### src/rtl/alu_serial_if.sv
// rtl/alu_serial_if.sv - request, slice and result signals of the bit-serial ALU controller
//
// Purpose: groups the request handshake, the 1-bit slice drive/return and the
//          result handshake so the controller and its environment share one bundle.
// Modports:
//   slave  - the controller: takes in_valid/in_a/in_b/in_sel, slice_r/slice_cout,
//            out_ready; drives in_ready, slice_a/slice_b/slice_sel, out_valid,
//            out_r, out_cout.
//   master - the environment (requester, slice and result consumer): the mirror image.
// WIDTH must match the WIDTH of the controller that binds the slave modport.
interface alu_serial_if #(
  parameter int WIDTH = 128
);
  logic             in_valid;
  logic             in_ready;
  logic [WIDTH-1:0] in_a;
  logic [WIDTH-1:0] in_b;
  logic [2:0]       in_sel;
  logic             slice_a;
  logic             slice_b;
  logic [2:0]       slice_sel;
  logic             slice_r;
  logic             slice_cout;
  logic             out_valid;
  logic             out_ready;
  logic [WIDTH-1:0] out_r;
  logic             out_cout;

  modport slave (
    input  in_valid, in_a, in_b, in_sel, slice_r, slice_cout, out_ready,
    output in_ready, slice_a, slice_b, slice_sel, out_valid, out_r, out_cout
  );

  modport master (
    output in_valid, in_a, in_b, in_sel, slice_r, slice_cout, out_ready,
    input  in_ready, slice_a, slice_b, slice_sel, out_valid, out_r, out_cout
  );
endinterface

### src/rtl/alu_serial_ctrl.sv
// rtl/alu_serial_ctrl.sv - bit-serial controller feeding a 1-bit ALU slice, LSB first
//
// Purpose: accepts one WIDTH-bit request, walks the operands through an external
//          combinational 1-bit slice one bit per cycle, assembles the result and
//          presents it on a valid/ready handshake.
// Ports:
//   clk       - single clock, rising edge
//   rst_n     - asynchronous active-low reset
//   bus       - alu_serial_if.slave: in_* request, slice_* drive/return, out_* result
//   op_count  - (only with ALU_SERIAL_OPCNT_EN) 16-bit saturating count of
//               completed result handshakes
// Build option: define ALU_SERIAL_OPCNT_EN to add the op_count output and counter.
module alu_serial_ctrl #(
  parameter int WIDTH = 128
) (
  input  logic        clk,
  input  logic        rst_n,
  alu_serial_if.slave bus
`ifdef ALU_SERIAL_OPCNT_EN
  ,
  output logic [15:0] op_count
`endif
);

  localparam int IDX_W = $clog2(WIDTH);
  localparam logic [IDX_W-1:0] LAST_IDX = IDX_W'(WIDTH - 1);

  typedef enum logic [1:0] {
    IDLE = 2'd0,
    RUN  = 2'd1,
    DONE = 2'd2
  } state_t;

  state_t           state;
  logic [IDX_W-1:0] idx;
  logic [WIDTH-1:0] a_q;
  logic [WIDTH-1:0] b_q;
  logic [2:0]       sel_q;
  logic [WIDTH-1:0] out_r_q;
  logic             out_cout_q;
  logic             out_valid_q;

  always_ff @(posedge clk or negedge rst_n) begin
    if (!rst_n) begin
      state       <= IDLE;
      idx         <= '0;
      a_q         <= '0;
      b_q         <= '0;
      sel_q       <= '0;
      out_r_q     <= '0;
      out_cout_q  <= 1'b0;
      out_valid_q <= 1'b0;
    end else begin
      case (state)
        IDLE: begin
          if (bus.in_valid) begin
            a_q   <= bus.in_a;
            b_q   <= bus.in_b;
            sel_q <= bus.in_sel;
            idx   <= '0;
            state <= RUN;
          end
        end
        RUN: begin
          out_r_q[idx] <= bus.slice_r;
          if (idx == LAST_IDX) begin
            out_cout_q <= bus.slice_cout;
            idx        <= '0;
            state      <= DONE;
          end else begin
            idx <= idx + 1'b1;
          end
        end
        DONE: begin
          // out_valid rises one cycle after DONE entry, so the last captured bit
          // has been in out_r for a full cycle before the result is offered.
          if (!out_valid_q) begin
            out_valid_q <= 1'b1;
          end else if (bus.out_ready) begin
            out_valid_q <= 1'b0;
            state       <= IDLE;
          end
        end
        default: begin
          state       <= IDLE;
          out_valid_q <= 1'b0;
        end
      endcase
    end
  end

  assign bus.in_ready  = (state == IDLE);
  assign bus.slice_a   = (state == RUN) ? a_q[idx] : 1'b0;
  assign bus.slice_b   = (state == RUN) ? b_q[idx] : 1'b0;
  assign bus.slice_sel = (state == RUN) ? sel_q : 3'b000;
  assign bus.out_valid = out_valid_q;
  assign bus.out_r     = out_r_q;
  assign bus.out_cout  = out_cout_q;

`ifdef ALU_SERIAL_OPCNT_EN
  always_ff @(posedge clk or negedge rst_n) begin
    if (!rst_n) begin
      op_count <= '0;
    end else if (state == DONE && out_valid_q && bus.out_ready && op_count != 16'hFFFF) begin
      op_count <= op_count + 16'd1;
    end
  end
`endif

endmodule

### src/flat_wrapper.sv
// flat-port wrapper written by rule: the top's interface ports become plain ports
module alu_serial_ctrl_flat 
#(
  parameter int WIDTH = 128
)
  (clk, rst_n, bus_in_valid, bus_in_a, bus_in_b, bus_in_sel, bus_slice_r, bus_slice_cout, bus_out_ready, bus_in_ready, bus_slice_a, bus_slice_b, bus_slice_sel, bus_out_valid, bus_out_r, bus_out_cout);
  alu_serial_if #(.WIDTH(WIDTH)) bus_i ();
  input  logic clk;
  input  logic rst_n;
  input wire logic [$bits(bus_i.in_valid)-1:0] bus_in_valid;
  input wire logic [$bits(bus_i.in_a)-1:0] bus_in_a;
  input wire logic [$bits(bus_i.in_b)-1:0] bus_in_b;
  input wire logic [$bits(bus_i.in_sel)-1:0] bus_in_sel;
  input wire logic [$bits(bus_i.slice_r)-1:0] bus_slice_r;
  input wire logic [$bits(bus_i.slice_cout)-1:0] bus_slice_cout;
  input wire logic [$bits(bus_i.out_ready)-1:0] bus_out_ready;
  output wire logic [$bits(bus_i.in_ready)-1:0] bus_in_ready;
  output wire logic [$bits(bus_i.slice_a)-1:0] bus_slice_a;
  output wire logic [$bits(bus_i.slice_b)-1:0] bus_slice_b;
  output wire logic [$bits(bus_i.slice_sel)-1:0] bus_slice_sel;
  output wire logic [$bits(bus_i.out_valid)-1:0] bus_out_valid;
  output wire logic [$bits(bus_i.out_r)-1:0] bus_out_r;
  output wire logic [$bits(bus_i.out_cout)-1:0] bus_out_cout;
  assign bus_i.in_valid = bus_in_valid;
  assign bus_i.in_a = bus_in_a;
  assign bus_i.in_b = bus_in_b;
  assign bus_i.in_sel = bus_in_sel;
  assign bus_i.slice_r = bus_slice_r;
  assign bus_i.slice_cout = bus_slice_cout;
  assign bus_i.out_ready = bus_out_ready;
  assign bus_in_ready = bus_i.in_ready;
  assign bus_slice_a = bus_i.slice_a;
  assign bus_slice_b = bus_i.slice_b;
  assign bus_slice_sel = bus_i.slice_sel;
  assign bus_out_valid = bus_i.out_valid;
  assign bus_out_r = bus_i.out_r;
  assign bus_out_cout = bus_i.out_cout;
  alu_serial_ctrl #(.WIDTH(WIDTH)) u_core (.clk(clk), .rst_n(rst_n), .bus(bus_i));
endmodule
### config.mk
export PLATFORM = sky130hd
export DESIGN_NAME = alu_serial_ctrl_flat
export DESIGN_NICKNAME = d
export VERILOG_FILES = /design/src/rtl/alu_serial_if.sv /design/src/rtl/alu_serial_ctrl.sv /design/src/flat_wrapper.sv
export SDC_FILE = /design/constraint.sdc
export NUM_CORES = 1
export LEC_CHECK = 0
export CAP_MARGIN = 30
export CORE_MARGIN = 2
export CORE_UTILIZATION = 40
export CTS_CLUSTER_DIAMETER = 200
export CTS_CLUSTER_SIZE = 12
export DETAILED_ROUTE_END_ITERATION = 7
export GPL_ROUTABILITY_DRIVEN = 0
export PLACE_DENSITY = 0.66
export SYNTH_ARGS = -nofsm -noshare
export SYNTH_HDL_FRONTEND = slang
export SYNTH_SLANG_ARGS = --single-unit
### constraint.sdc
create_clock -name clk -period 3.7 [get_ports clk]
set_input_delay 0.555 -clock clk [delete_from_list [all_inputs] [get_ports clk]]
set_output_delay 0.555 -clock clk [all_outputs]
set_load 0.05 [all_outputs]
==> reports/metrics.csv <==
stage,metric,value,unit
run_status,status,finished clean,
sta,slew_headroom,35.6,%
clock_tree,cts_buffers,39,
power_and_ir_drop,p_int,9.99,mW
sta,rsz0062_at_grt,true,
synth,synthMuxAreaShare,12.1,%
power_and_ir_drop,switching_share,38.9,%
floorplanning,row_count,77,
clock_tree,cts_htree_levels,2,
sta,final_hold_viol_count,0,
global_route,grt_pass1_wl,93.6,mm
synth,syn_inst,1903,
sta,fin_crit_sh,98.5,%
routing,drt-initial-drc-count,1436,
worst_setup_path,cp-start-kind,flop,
global_route,antenna_found_initial,3,
power_and_ir_drop,power.switching,6.35,mW
synth,synth_top_area_share,55.3,%
worst_setup_path,worstPathArrival,3090,ps
floorplanning,ioPinCount,401,
sta,clock.fmax,274,MHz
synth,synth_adder_area_share,0.0695,%
synth,synth_top_family_by_area,simple AND/OR/NAND/NOR gates,
worst_setup_path,crit_end,bus_slice_a,
clock_tree,cts.clk_slew.worst_paths,70,ps
synth,syn-cell-area,18000,sq um
routing,wl,61.1,mm
finish,final_util,53.7,%
power_and_ir_drop,combPwrFrac,37.5,%
global_route,overflow,0,
power_and_ir_drop,leakagePower,11.0,nW
synth,syn_nets,2169,
worst_setup_path,crit_fanout,11,
routing,ant_nets,0,
worst_setup_path,endpoint_kind,output port,
power_and_ir_drop,peakVddDrop,0.000443,V
floorplanning,dieWidth,216,microns
job,max-cap-violations,0,
sta,worst_pin_slew,965,ps
synth,synth_edf_count,0,
worst_setup_path,r2r_cells,5,
finish,layout_common_cells,"896 x nand2_1, 396 x clkdlybuf4s50_1, 393 x dfrtp_1",
clock_tree,clock_sinks,398,
place,dp_hpwl,45.9,mm
floorplanning,die_area,46700,sq um
global_route,grt_pass1_vias,15500,
finish,final_common_cell,nand2_1,
finish,instances_no_fill,2872,
synth,synth_compound_area_share,6.14,%
synth,synth_top_area_cell,dfrtp_1,
global_route,grt_max_degree,107,
worst_setup_path,critPathLaunch,u_core.idx[1],
clock_tree,clock_latency,570,ps
place,port_buffers,400,
floorplanning,core_area,44300,sq um
worst_setup_path,crit_type,reg2out,
finish,nets,2540,
min_path,hp-class,in2async,
floorplanning,die_y,216,microns
worst_setup_path,required,3140,ps
sta,drv_slew,0,
routing,drc,0,
routing,vias_per_cell,5.31,
power_and_ir_drop,p_clk_share,21.9,%
worst_setup_path,r2r_start,u_core.idx[0],
synth,yosys_warnings,0,
synth,synth-simple-area-share,23.0,%
finish,drive_gt1_share,10.3,%
sta,setup_viol,0,
worst_setup_path,r2r_slack,990,ps
synth,synth-xor-area-share,0.0973,%
synth,yosys_register_bits,398,
sta,min_period,3650,ps
finish,areaGrowthSynthToFinish,32.4,%
clock_tree,ctsHoldBuffers,0,
place,post-place-cells,2817,
synth,avgSynthCellArea,9.46,sq um
worst_setup_path,r2r-end,u_core.bus.out_r[38],
clock_tree,cts_tree,built,
synth,async_flop_share,100,%
synth,synth_flop_cell,dfrtp_1,
global_route,grt_use_total,26.3,%
floorplanning,initial_core_util,40.6,%
synth,ys_top_cells_by_area,"dfrtp_1 55%, nand2_1 19%, mux2_2 5.3%",
routing,wl_per_cell,21.3,microns
synth,ys_seq_area_share,55.3,%
clock_tree,root_buffer,clkbuf_16,
routing,dr.pass1.iters,5,
sta,finalClockSkew,20.5,ps
clock_tree,cts_buffer_depth,3,
routing,vias,15200,
synth,synthDistinctLibCells,62,
power_and_ir_drop,power_density,686,nW/um^2
power_and_ir_drop,power_frac_seq,40.6,%
## kinds of logic (layout without fill, tap and decap cells)
kind of cell / Yosys count / in the layout
simple gates: 1048 / 1048
other cells: 0 / 1
buf+inv: 130 / 506
mux: 182 / 182
fa+ha+maj: 1 / 1
flops: 398 / 398
compound gates: 142 / 142
xor+xnor: 2 / 2
## flip-flops by register name (all words and copies together) (netlist names)
register	count
u_core.a_q	128
u_core.b_q	128
u_core.bus.out_r	128
u_core.idx	7
u_core.sel_q	3
u_core.state	2
u_core.bus.out_cout	1
u_core.bus.out_valid	1
## cells in the mapped netlist (5+ instances only)
master / number
a21oi_1: 9
a221o_1: 5
a221oi_1: 33
a22o_1: 9
a22oi_1: 18
and2_1: 6
buf_1: 8
buf_2: 27
buf_6: 7
clkbuf_1: 80
dfrtp_1: 398
mux2_1: 60
mux2_2: 85
mux2i_1: 22
mux4_2: 14
nand2_1: 897
nand2b_1: 13
nand3_1: 16
nor2_1: 74
nor2b_1: 12
nor3_1: 10
nor3_2: 5
o21ai_0: 13
o21ai_1: 5
o22ai_1: 10
## worst max-delay path: stages, from the launching register on
cell	delay (ps)
dfrtp_4	520
buf_4	210
mux4_2	510
mux2i_1	180
o22ai_1	140
a221oi_1	350
nand4_1	160
o21a_1	280
buf_12	170
## area by class of cell
type,instances,area (sq um)
inverter,5,18.8
timing repair buffer,455,4540
clock buffer,43,1010
multi-input combinational,1375,7500
fill,4039,20500
clock inverter,3,36.3
sequential,398,9970
antenna,1,2.50
tap,592,741
## routing by layer
layer,vias to the layer above,routed length [microns],global-route usage (%)
met5,-,25,0
li1,6972,-,-
met1,7472,26100,35.8
met4,4,2330,10.0
met2,681,28000,41.3
met3,120,4690,5.75
## timing repair
action / 4_1_cts / 5_1_grt
buffers inserted: 5 / 3
pin swaps: 0 / 2
gates resized for setup: 3 / 5
endpoints found under the setup margin: 2 / 2
## per-stage QoR
stage               setup WS [ps]  setup TNS [ps]  total power [mW]  hold WS [ps]  instance area [sq um]
floorplan                     690               0              10.2           259                  18000
global placement              409               0              12.5           453                  22700
detailed placement            393               0              12.6           456                  22700
CTS                         -23.5           -23.5              16.3           118                  23800
global route                -15.3           -28.3              17.2           109                  23800
finish                       53.8               0              16.3          37.9                  23800
## power by group through the flow
stage / registers (mW) / logic [mW] / clock network (mW)
3_5_place_dp: 6.72 / 5.92 / 0
2_1_floorplan: 6.88 / 3.30 / 0
5_1_grt: 6.72 / 6.62 / 3.82
4_1_cts: 6.60 / 6.06 / 3.64
3_3_place_gp: 6.75 / 5.75 / 0
6_report: 6.64 / 6.13 / 3.57
## worst min-delay path by stage
stage | end | slack (ps) | cells after the start
5_1_grt | u_core.a_q[89] | 110 | 1
3_3_place_gp | u_core.b_q[80] | 450 | 2
3_5_place_dp | u_core.sel_q[0] | 460 | 2
4_1_cts | u_core.b_q[1] | 120 | 1
6_report | u_core.b_q[1] | 40 | 1
2_1_floorplan | u_core.a_q[0] | 260 | 0
(Power assumes the default switching activity.)
